$ cat src/rtl/mips_mem_pkg.sv
// Shared defaults and FSM state encoding for the fetch/data memory port arbiter.
package mips_mem_pkg;
  localparam int AW_DEFAULT         = 30;
  localparam int MAX_STREAK_DEFAULT = 3;
  localparam int TIMEOUT_DEFAULT    = 15;

  typedef enum logic [1:0] {
    IDLE    = 2'd0,
    SERVE_I = 2'd1,
    SERVE_D = 2'd2
  } state_t;
endpackage

$ cat src/rtl/mem_timeout_ctr.sv
// Counts serve cycles without mem_ready.
// Expired flags the cycle in which the count would reach TIMEOUT.
module mem_timeout_ctr #(
  parameter int TIMEOUT = 15
) (
  input  logic clk,
  input  logic rst,
  input  logic clear,
  input  logic enable,
  output logic expired
);
  localparam int CW = $clog2(TIMEOUT + 1);

  logic [CW-1:0] cnt;

  assign expired = enable && (cnt == CW'(TIMEOUT - 1));

  always_ff @(posedge clk or posedge rst) begin
    if (rst)         cnt <= '0;
    else if (clear)  cnt <= '0;
    else if (enable) cnt <= cnt + 1'b1;
  end
endmodule

$ cat src/rtl/mem_port_arbiter.sv
// Arbitrates fetch and data requesters onto one single-port memory.
// Data wins unless it has already taken MAX_STREAK grants while fetch waited.
module mem_port_arbiter
  import mips_mem_pkg::*;
#(
  parameter int AW         = AW_DEFAULT,
  parameter int MAX_STREAK = MAX_STREAK_DEFAULT,
  parameter int TIMEOUT    = TIMEOUT_DEFAULT
) (
  input  logic          clk,
  input  logic          rst,
  input  logic          i_req,
  input  logic [AW-1:0] i_addr,
  output logic          i_gnt,
  output logic          i_valid,
  output logic [31:0]   i_rdata,
  input  logic          d_req,
  input  logic          d_we,
  input  logic [AW-1:0] d_addr,
  input  logic [31:0]   d_wdata,
  output logic          d_gnt,
  output logic          d_valid,
  output logic [31:0]   d_rdata,
  output logic          err,
  output logic          mem_req,
  output logic          mem_we,
  output logic [AW-1:0] mem_addr,
  output logic [31:0]   mem_wdata,
  input  logic          mem_ready,
  input  logic [31:0]   mem_rdata
);
  localparam int SW = $clog2(MAX_STREAK + 1);

  state_t        state, state_nxt;
  logic [SW-1:0] streak;
  logic [AW-1:0] lat_addr;
  logic          lat_we;
  logic [31:0]   lat_wdata;
  logic          serving, expired;

  assign serving = (state == SERVE_I) || (state == SERVE_D);

  mem_timeout_ctr #(.TIMEOUT(TIMEOUT)) u_tmo (
    .clk     (clk),
    .rst     (rst),
    .clear   (i_gnt || d_gnt),
    .enable  (serving && !mem_ready),
    .expired (expired)
  );

  always_comb begin
    i_gnt     = 1'b0;
    d_gnt     = 1'b0;
    state_nxt = state;
    case (state)
      IDLE: begin
        if (d_req && (!i_req || streak < SW'(MAX_STREAK))) begin
          d_gnt     = 1'b1;
          state_nxt = SERVE_D;
        end else if (i_req) begin
          i_gnt     = 1'b1;
          state_nxt = SERVE_I;
        end
      end
      SERVE_I, SERVE_D: if (mem_ready || expired) state_nxt = IDLE;
      default: state_nxt = IDLE;
    endcase
  end

  always_ff @(posedge clk or posedge rst) begin
    if (rst) begin
      state     <= IDLE;
      streak    <= '0;
      lat_addr  <= '0;
      lat_we    <= 1'b0;
      lat_wdata <= '0;
      i_valid   <= 1'b0;
      d_valid   <= 1'b0;
      err       <= 1'b0;
      i_rdata   <= '0;
      d_rdata   <= '0;
    end else begin
      state   <= state_nxt;
      i_valid <= (state == SERVE_I) && (mem_ready || expired);
      d_valid <= (state == SERVE_D) && (mem_ready || expired);
      // expired already excludes mem_ready, so a same-cycle ready wins
      err     <= expired;
      if (d_gnt) begin
        lat_addr  <= d_addr;
        lat_we    <= d_we;
        lat_wdata <= d_wdata;
        if (!i_req)                         streak <= '0;
        else if (streak != SW'(MAX_STREAK)) streak <= streak + 1'b1;
      end else if (i_gnt) begin
        lat_addr <= i_addr;
        lat_we   <= 1'b0;
        streak   <= '0;
      end
      if (state == SERVE_I) begin
        if (mem_ready)    i_rdata <= mem_rdata;
        else if (expired) i_rdata <= '0;
      end
      if (state == SERVE_D) begin
        if (mem_ready && !lat_we) d_rdata <= mem_rdata;
        else if (expired)         d_rdata <= '0;
      end
    end
  end

  assign mem_req   = serving;
  assign mem_we    = (state == SERVE_D) && lat_we;
  assign mem_addr  = lat_addr;
  assign mem_wdata = lat_wdata;
endmodule

$ cat config.mk
export PLATFORM = sky130hd
export DESIGN_NAME = mem_port_arbiter
export DESIGN_NICKNAME = d
export VERILOG_FILES = /design/src/rtl/mips_mem_pkg.sv /design/src/rtl/mem_timeout_ctr.sv /design/src/rtl/mem_port_arbiter.sv
export SDC_FILE = /design/constraint.sdc
export NUM_CORES = 1
export LEC_CHECK = 0
export CORE_MARGIN = 5
export CORE_UTILIZATION = 42
export DETAILED_ROUTE_END_ITERATION = 12
export GPL_ROUTABILITY_DRIVEN = 0
export PLACE_DENSITY = 0.81
export SLEW_MARGIN = 25
export SYNTH_ARGS = -nofsm -noshare
export SYNTH_HDL_FRONTEND = slang
export SYNTH_SLANG_ARGS = --single-unit
$ cat constraint.sdc
create_clock -name clk -period 5.52 [get_ports clk]
set_input_delay 1.104 -clock clk [delete_from_list [all_inputs] [get_ports clk]]
set_output_delay 1.104 -clock clk [all_outputs]
set_load 0.02 [all_outputs]
=== After elaboration in Yosys (flattened, before gate mapping) ===
Cells that the tools add are included.

* Register bits after elaboration: 138
* Latch bits: 0
* Bits in writable memories: 0
* Memory bits (read-only): 0
* Input bits: 130
* Output and inout port bits: 133
* Logic and storage cells: 67
* Memories: 0

* Add/sub/neg operators: 2
* Multipliers: 0
* Divide/modulo/power cells: 0
* Order comparisons: 1
* Equal/unequal tests: 7
* Shift-type cells: 0
* Mux-type cells: 22
* Bitwise logic cells: 0
* Reductions and logical operators: 24

{| class="wikitable"
|+ Operators by type and width
! operator !! number
|-
| $mux W32 || 3
|-
| $mux W30 || 2
|-
| $mux W2 || 7
|-
| $mux W4 || 2
|-
| $reduce_and A2 Y1 || 4
|-
| $reduce_bool A2 Y1 || 4
|-
| $logic_and A1 B1 Y1 || 7
|-
| $mux W1 || 7
|-
| $add A4 B1 Y4 const B || 1
|-
| $eq A4 B4 Y1 const B || 1
|-
| $logic_or A1 B1 Y1 || 4
|-
| $ne A2 B2 Y1 const B || 2
|-
| $pmux W2 S2 || 1
|-
| $logic_not A1 Y1 || 3
|-
| $ne A3 B2 Y1 const B || 1
|-
| $ne A3 B3 Y1 const B || 1
|-
| $add A2 B1 Y2 const B || 1
|-
| $eq A2 B1 Y1 const B || 1
|-
| $eq A2 B2 Y1 const B || 1
|-
| $logic_not A2 Y1 || 1
|-
| $lt A2 B2 Y1 const B || 1
|-
| $reduce_or A2 Y1 || 1
|}

=== Depth between registers and ports, before layout ===
Gate-level depths: netlist (run 1).

* Depth in word-level cells: 7
* Depth in mapped cells: 7
* Mapped depth without buffers: 5

=== Modules after synthesis ===
Synthesis (run 1) repeated with hierarchy kept, for this count alone.

* Cells, all modules: 461
* Area total of the unflattened synthesis: 5595.4 um2

{| class="wikitable"
|+ Modules (own cells, without submodules)
! module !! times used !! cells each !! area an instance (um2) !! sequential area each (um2)
|-
| mem_port_arbiter || 1 || 440 || 5368.9 || 3353.2
|-
| mem_timeout_ctr || 1 || 21 || 226.5 || 100.1
|}

=== Least setup slack after synthesis (run 1) ===
No wires, ideal clock.

* Path type: input to output
* Start point: in i_req
* End point: out d_gnt
* Arrival: 1744 ps
* Path slack: 2672 ps
* Stages: 4
* Buffers on the path: 2
* Cells stage by stage: buf_6 > and2_4 > nor2_8 > buf_6

* Word-level cells in the longest chain between the ends: 5

{| class="wikitable"
|+ RTL lines
! item !! line !! text
|-
| start, declared || mem_port_arbiter.sv:12 || <nowiki>input logic i_req,</nowiki>
|-
| $logic_not A1 Y1 || n/a ||
|-
| $logic_or A1 B1 Y1 || mem_port_arbiter.sv:57 || <nowiki>if (d_req && (!i_req || streak < SW'(MAX_STREAK))) begin</nowiki>
|-
| $logic_and A1 B1 Y1 || mem_port_arbiter.sv:57 ||
|-
| $mux W1 || mem_port_arbiter.sv:57 ||
|-
| $mux W1 || mem_port_arbiter.sv:55 || <nowiki>case (state)</nowiki>
|-
| end, declared || mem_port_arbiter.sv:21 || <nowiki>output logic d_gnt,</nowiki>
|}

No other way between the ends.

=== Final worst setup path (run 1) ===
* Start point: in d_req
* End point: out d_gnt

* Word-level cells in the longest chain between the ends: 3

{| class="wikitable"
|+ RTL lines
! item !! line !! text
|-
| start, declared || mem_port_arbiter.sv:17 || <nowiki>input logic d_req,</nowiki>
|-
| $logic_and A1 B1 Y1 || mem_port_arbiter.sv:57 ||
|-
| $mux W1 || mem_port_arbiter.sv:57 ||
|-
| $mux W1 || mem_port_arbiter.sv:55 ||
|}

No other way between the ends.

==> results of run 1 <==
-- worst max-delay path, stage by stage --
cell	delay, ns
clkdlybuf4s50_1	0.62
nand2_2	0.39
nor2_8	0.20
clkdlybuf4s50_1	0.64
-- worst paths after layout --
| check | slack (ns) | endpoint | cells past startpoint | startpoint |
|---|---|---|---|---|
| max | 1.46 | d_gnt | 4 | d_req |
| min | 0.50 | i_rdata[4]$_DFFE_PP0P_ | 1 | i_rdata[4]$_DFFE_PP0P_ |
| max reg2reg | 3.04 | mem_wdata[8]$_DFFE_PP0N_ | 6 | state[0]$_DFFE_PP0P_ |
| min reg2reg | 0.50 | i_rdata[4]$_DFFE_PP0P_ | 1 | i_rdata[4]$_DFFE_PP0P_ |
| max in group asynchronous | 3.18 | d_rdata[2]$_DFFE_PP0P_ | 3 | rst |
| min in group asynchronous | 1.25 | i_rdata[24]$_DFFE_PP0P_ | 2 | rst |
-- power by group through the flow --
stage | combinational (mW) | sequential (mW) | clock [mW]
global placement | 2.64 | 1.76 | 0
global route | 2.86 | 1.84 | 1.14
floorplan | 0.903 | 2.30 | 0
finish | 2.68 | 1.78 | 1.07
CTS | 2.71 | 1.78 | 1.09
detailed placement | 2.70 | 1.79 | 0
-- metal layers --
layer	vias to the layer above	global-route usage, %	wire length, um
li1	2313	-	-
met1	2425	26.10	6879
met2	254	36.52	8739
met4	0	7.508	306
met3	26	7.818	1660
met5	-	0	0
-- layout make-up --
| class | instances | area [um2] | area share (%) |
|---|---|---|---|
| timing repair buffer | 266 | 2653 | 29.60 |
| clock buffer | 21 | 470.5 | 5.251 |
| sequential | 138 | 3453 | 38.54 |
| multi-input combinational | 332 | 2039 | 22.76 |
| tap | 176 | 220.2 | 2.458 |
| clock inverter | 11 | 96.34 | 1.075 |
| inverter | 6 | 27.53 | 0.3072 |
-- state kept, by name (all words and copies together) (netlist names) --
register and cells:
mem_wdata 32, lat_we 1, err 1, mem_addr 30, state 2, u_tmo.cnt 4, d_rdata 32, d_valid 1
streak 2, i_rdata 32, i_valid 1
-- logic make-up after synthesis --
group,count (synthesis),synth area share (%)
simple gates,153,11.91
compound gates,139,15.49
buf+inv,47,4.429
xor+xnor,1,0.1528
mux,33,6.481
flops,138,60.22
fa+ha+maj,6,1.309
-- cells in the mapped netlist, types with 3 or more instances --
master    count  area (um2)
a21oi_1       3       15.01
ha_1          6       75.07
nand3_1      34       170.2
dfrtp_1     138        3453
nor2_1       34       127.6
mux2_2       33       371.6
buf_2        19       95.09
o21ai_0      53       265.3
a22o_1       34       297.8
nand2_1      68       255.2
and2_1        3       18.77
a31oi_1      30       187.7
buf_6         7       78.83
clkbuf_1     14       52.55
o21ai_1      11       55.05
inv_1         6       22.52
-- metrics by stage --
step	std cells	hold slack, ns	power [mW]
global placement	918	0.4766	4.397
finish	950	0.5026	5.533
detailed placement	918	0.4945	4.487
global route	950	0.5148	5.831
CTS	950	0.5073	5.583
floorplan	517	0.4698	3.205
==> results.md, run 1 <==
* Final WS setup at 1.461 ns
* Final core utilization at 67.39%
* Critical Path AT at 2.96 ns
* Element type at the critical path end: output pin
* Initial DRC count at 328
* Async SR Flop Fraction at 100.0%
* Gate power share at 48.5%
* Clock group share of total power at 19.4%
* DR WL/cell at 18.51 um
* Final Hold Vio Count at 0
* Detail Route Antenna Nets at 0
* Worst skew pair latency at 0.42 ns
* # fillers at 978
* Post-Route WL at 17590 um
* Highest clock rate at 246.4 MHz
* Area Overhead vs Synth at 56.25%
* Ys Warns at 0
* Number of global-route vias before repair at 5195
* Placement Cell Area at 0.008384 mm2
* Grt total ovfl at 0
* Post-DP HPWL at 12770 um
* Power per Cell Area at 617.5 mW/mm2
* # diodes at 0
* Most frequent cells in the layout: 262 x clkdlybuf4s50_1, 138 x dfrtp_1, 68 x nand2_1
* Clock Skew at 0.01269 ns
* H-Tree Depth at 4
* Top FF cell, synth: dfrtp_1
* Register area share after synthesis at 60.22%
* Chip height at 126.8 um
* Min Tclk post-route at 4.059 ns
* Post-Syn Area per Cell at 11.09 um2
* Post-synth net total at 653
* Die X at 126.8 um
* Largest net degree at the start of global routing at 99
* Cell area after layout at 0.008960 mm2
* Endpoints failing setup at 0
* Post-CTS Setup Bufs at 0
* Cell count after synthesis at 517
* Inserted Clock Buffers at 17
* Clk slew on worst S/H paths at 0.06 ns
* Die area at 0.01609 mm2
* Worst VDD drop at 321.3 uV
* Nets at 897
* Distinct cells, synth at 36
* Post-CTS Hold Fix Bufs at 0
* Yosys reg bits at 138
* Crit start category: input port
* Io pins at 263
* Initial antenna violation count at 0
* Worst-Margin Slew at 1.046 ns
* Clk buf depth at 2
* Maxcap violations at 0
* Placeable core region at 0.01330 mm2
* Share of post-route cells with drive strength above 1 at 10.21%
* Worst slack, placed at 1.500 ns
* Row count at 42
* Most common cell after layout, fill and taps aside: clkdlybuf4s50_1
* First-pass GRT wire length at 27700 um
* Switching pwr at 2.097 mW
* CP max FO at 31
* Switch share at 37.91%
* Period utilisation layout at 73.53%
* Vias after detailed routing at 5018
* Seq pwr share at 32.1%
* Post-synth EDFFs at 0
* Critical path class: input port to output pin
* Lkg Pwr at 3.700 nW
* Data required, critical path at 4.42 ns
* DRC violations left at 0
* RSZ-0062 raised after global routing: no
* CTS root buf: clkbuf_16
* # resized after CTS at 0
* Power Internal at 3.436 mW
* Status: complete, no violations
* Synthesized area at 0.005734 mm2
* Vias/cell at 5.282
* Port-buffer cells at 262
* All-Layer GR Usage at 21.80%
* Final slew viol count at 0
* DRT Pass-1 Iters at 5
* Max-Slew Margin vs Limit at 30.09%
* Hold WC Path Type: flip-flop to flip-flop
* Final setup TNS at 0 ns
* Initial Util at 43.13%
* CTS tree: built
* Clock sinks at 138
No activity file was read; power rests on OpenSTA's default activity.
==> run 2: changes to the inputs <==
--- a/config.mk
+++ b/config.mk
@@ -6,10 +6,10 @@
 export NUM_CORES = 1
 export LEC_CHECK = 0
 export CORE_MARGIN = 5
-export CORE_UTILIZATION = 42
+export CORE_UTILIZATION = 38
 export DETAILED_ROUTE_END_ITERATION = 12
 export GPL_ROUTABILITY_DRIVEN = 0
-export PLACE_DENSITY = 0.81
+export PLACE_DENSITY = 0.77
 export SLEW_MARGIN = 25
 export SYNTH_ARGS = -nofsm -noshare
 export SYNTH_HDL_FRONTEND = slang
==> constraint.sdc (replaced) <==
create_clock -name clk -period 3.5 [get_ports clk]
set_input_delay 0.7 -clock clk [delete_from_list [all_inputs] [get_ports clk]]
set_output_delay 0.7 -clock clk [all_outputs]
set_load 0.02 [all_outputs]
==> run 2 against run 1 <==
Die area is 9.7% higher. Worst hold slack hardly changed. Sequential share of layout area is 0.43 points lower. Combinational power is 59% higher. Utilization is 6.9 points lower. Critical endpoint unchanged. Largest cell class unchanged.
==> results.md, run 2 (synthesis results as in run 1) <==
* Worst-Margin Slew at 0.8968 ns (was 1.046 ns)
* Max-Slew Margin vs Limit at 40.07% (was 30.09%)
* Post-CTS Setup Bufs at 0 (unchanged)
* Worst skew pair latency at 0.42 ns (about the same)
* Final setup TNS at 0 ns (unchanged)
* RSZ-0062 raised after global routing: no (unchanged)
* DRC violations left at 0 (unchanged)
* Die X at 132.8 um (was 126.8 um)
* Row count at 45 (was 42)
* Final Hold Vio Count at 0 (unchanged)
* Worst-path cell chain: clkdlybuf4s50_1, and2_4, nor2_8, clkdlybuf4s50_1 (was clkdlybuf4s50_1, nand2_2, nor2_8, clkdlybuf4s50_1)
* Most frequent cells in the layout: 262 x clkdlybuf4s50_1, 138 x dfrtp_1, 68 x nand2_1 (unchanged)
* Power per Cell Area at 974.9 mW/mm2 (was 617.5 mW/mm2)
* Io pins at 263 (unchanged)
* Detail Route Antenna Nets at 0 (unchanged)
* Post-Route WL at 17130 um (was 17590 um)
* Initial Util at 38.29% (was 43.13%)
* Lkg Pwr at 3.755 nW (was 3.700 nW)
* Element type at the critical path end: output pin (unchanged)
* DR WL/cell at 17.69 um (was 18.51 um)
* Most used cell, CP: clkdlybuf4s50_1 (unchanged)
* Slowest CP cell: clkdlybuf4s50_1 (unchanged)
* CP max FO at 32 (was 31)
* Vias/cell at 5.175 (was 5.282)
* Worst reg2reg path startpoint: state[0]$_DFFE_PP0P_ (unchanged)
* Total power at 8.832 mW (was 5.533 mW)
* CTS tree: built (unchanged)
* All-Layer GR Usage at 19.50% (was 21.80%)
* Multi-input logic area at 0.002028 mm2 (was 0.002039 mm2)
* Bufs and invs on worst path at 2 (unchanged)
* DRT Pass-1 Iters at 5 (unchanged)
* Inserted Clock Buffers at 17 (unchanged)
* Initial antenna violation count at 0 (unchanged)
* Crit start category: input port (unchanged)
* R2R Setup Slk at 1.37 ns (was 3.04 ns)
* Critical path class: input port to output pin (unchanged)
* Largest net degree at the start of global routing at 139 (was 99)
* Crit. Startpoint: i_req (was d_req)
* Reg area at 0.003453 mm2 (unchanged)
* Grt total ovfl at 0 (unchanged)
* Hold WC Path Type: flip-flop to flip-flop (unchanged)
* # diodes at 0 (unchanged)
* Data required, critical path at 2.80 ns (was 4.42 ns)
* Min Tclk post-route at 3.134 ns
* Final slew viol count at 0 (unchanged)
* First-pass GRT wire length at 27730 um (was 27700 um)
* Placeable core region at 0.01498 mm2 (was 0.01330 mm2)
* Clock Skew at 0.01421 ns (was 0.01269 ns)
* Status: complete, no violations (unchanged)
* Highest clock rate at 319.0 MHz
* Clk buf depth at 2 (unchanged)
* Min-delay src: i_rdata[7]$_DFFE_PP0P_ (was i_rdata[4]$_DFFE_PP0P_)
* Endpoints failing setup at 0 (unchanged)
* H-Tree Depth at 4 (unchanged)
* CP top delay family: buffers and inverters (unchanged)
* Clk slew on worst S/H paths at 0.05 ns (was 0.06 ns)
* Area Overhead vs Synth at 58.00% (was 56.25%)
* Nets at 903 (was 897)
* Port-buffer cells at 262 (unchanged)
* Period utilisation layout at 89.55%
* Vias after detailed routing at 5009 (was 5018)
* Number of global-route vias before repair at 5277 (was 5195)
* Critical Path AT at 2.43 ns (was 2.96 ns)
* Chip height at 132.8 um (was 126.8 um)
* # fillers at 1202 (was 978)
* # resized after CTS at 0 (unchanged)
* Maxcap violations at 0 (unchanged)
* CP max stage delay at 0.68 ns (was 0.64 ns)
* CTS root buf: clkbuf_16 (unchanged)
* Clock sinks at 138 (unchanged)
* Die area at 0.01765 mm2 (was 0.01609 mm2)
* Worst VDD drop at 459.5 uV (was 321.3 uV)
* Initial DRC count at 205 (was 328)
* Most common cell after layout, fill and taps aside: clkdlybuf4s50_1 (unchanged)
* Share of post-route cells with drive strength above 1 at 10.38% (was 10.21%)
* Post-DP HPWL at 12730 um (was 12770 um)
* WHS at 0.5023 ns (was 0.5026 ns)
* Post-CTS Hold Fix Bufs at 0 (unchanged)
==> run 2: cell types whose count changed in the layout (fill, tap and decap cells not counted), moves of 2 or more <==
cell | before | now
buf_12 | 0 | 2
clkinv_2 | 4 | 6
and2_2 | 2 | 0
clkbuf_8 | 3 | 1
buf_4 | 4 | 8
and2_1 | 1 | 3
bufinv_16 | 1 | 3
==> run 2: area by class of cell <==
class                      instances  share of cell area (%)
clock buffer                      19                   4.889
timing repair buffer             272                   30.05
clock inverter                    13                   1.671
inverter                           6                  0.2900
tap                              188                   2.596
sequential                       138                   38.12
multi-input combinational        332                   22.39
==> run 2: routing by layer <==
layer | up-vias | share of wire [%] | GRT usage [%]
met4 | 0 | 1.4 | 6.813
met2 | 256 | 49 | 32.70
met1 | 2409 | 39 | 22.47
met3 | 19 | 10 | 8.099
met5 | - | 0 | 0
li1 | 2325 | - | -
==> run 2: worst paths after layout <==
path                       depth (start not counted)                  endpoint
max                                                4                     d_gnt
min                                                1    i_rdata[7]$_DFFE_PP0P_
max reg2reg                                        6  mem_wdata[8]$_DFFE_PP0N_
min reg2reg                                        1    i_rdata[7]$_DFFE_PP0P_
max in group asynchronous                          3    d_rdata[6]$_DFFE_PP0P_
min in group asynchronous                          3   d_rdata[26]$_DFFE_PP0P_
==> run 2: metrics by stage <==
| stage | instance area, um2 | cells | setup slack (ns) | utilization (%) |
|---|---|---|---|---|
| final | 9060 | 968 | 0.3657 | 60.49 |
| after global routing | 9060 | 968 | 0.2785 | 60.49 |
| after CTS | 9060 | 968 | 0.3509 | 60.49 |
| after detailed placement | 8466 | 936 | 0.3529 | 56.52 |
| after global placement | 8466 | 936 | 0.3920 | 56.52 |
| after floorplan | 5738 | 517 | 1.079 | - |
==> run 2: report_power, final <==
group | internal, mW | switching, mW | total [mW]
Clock | 1.13 | 0.658 | 1.79
Combinational | 2.07 | 2.18 | 4.25
Sequential | 2.36 | 0.435 | 2.79
Total | 5.56 | 3.28 | 8.83
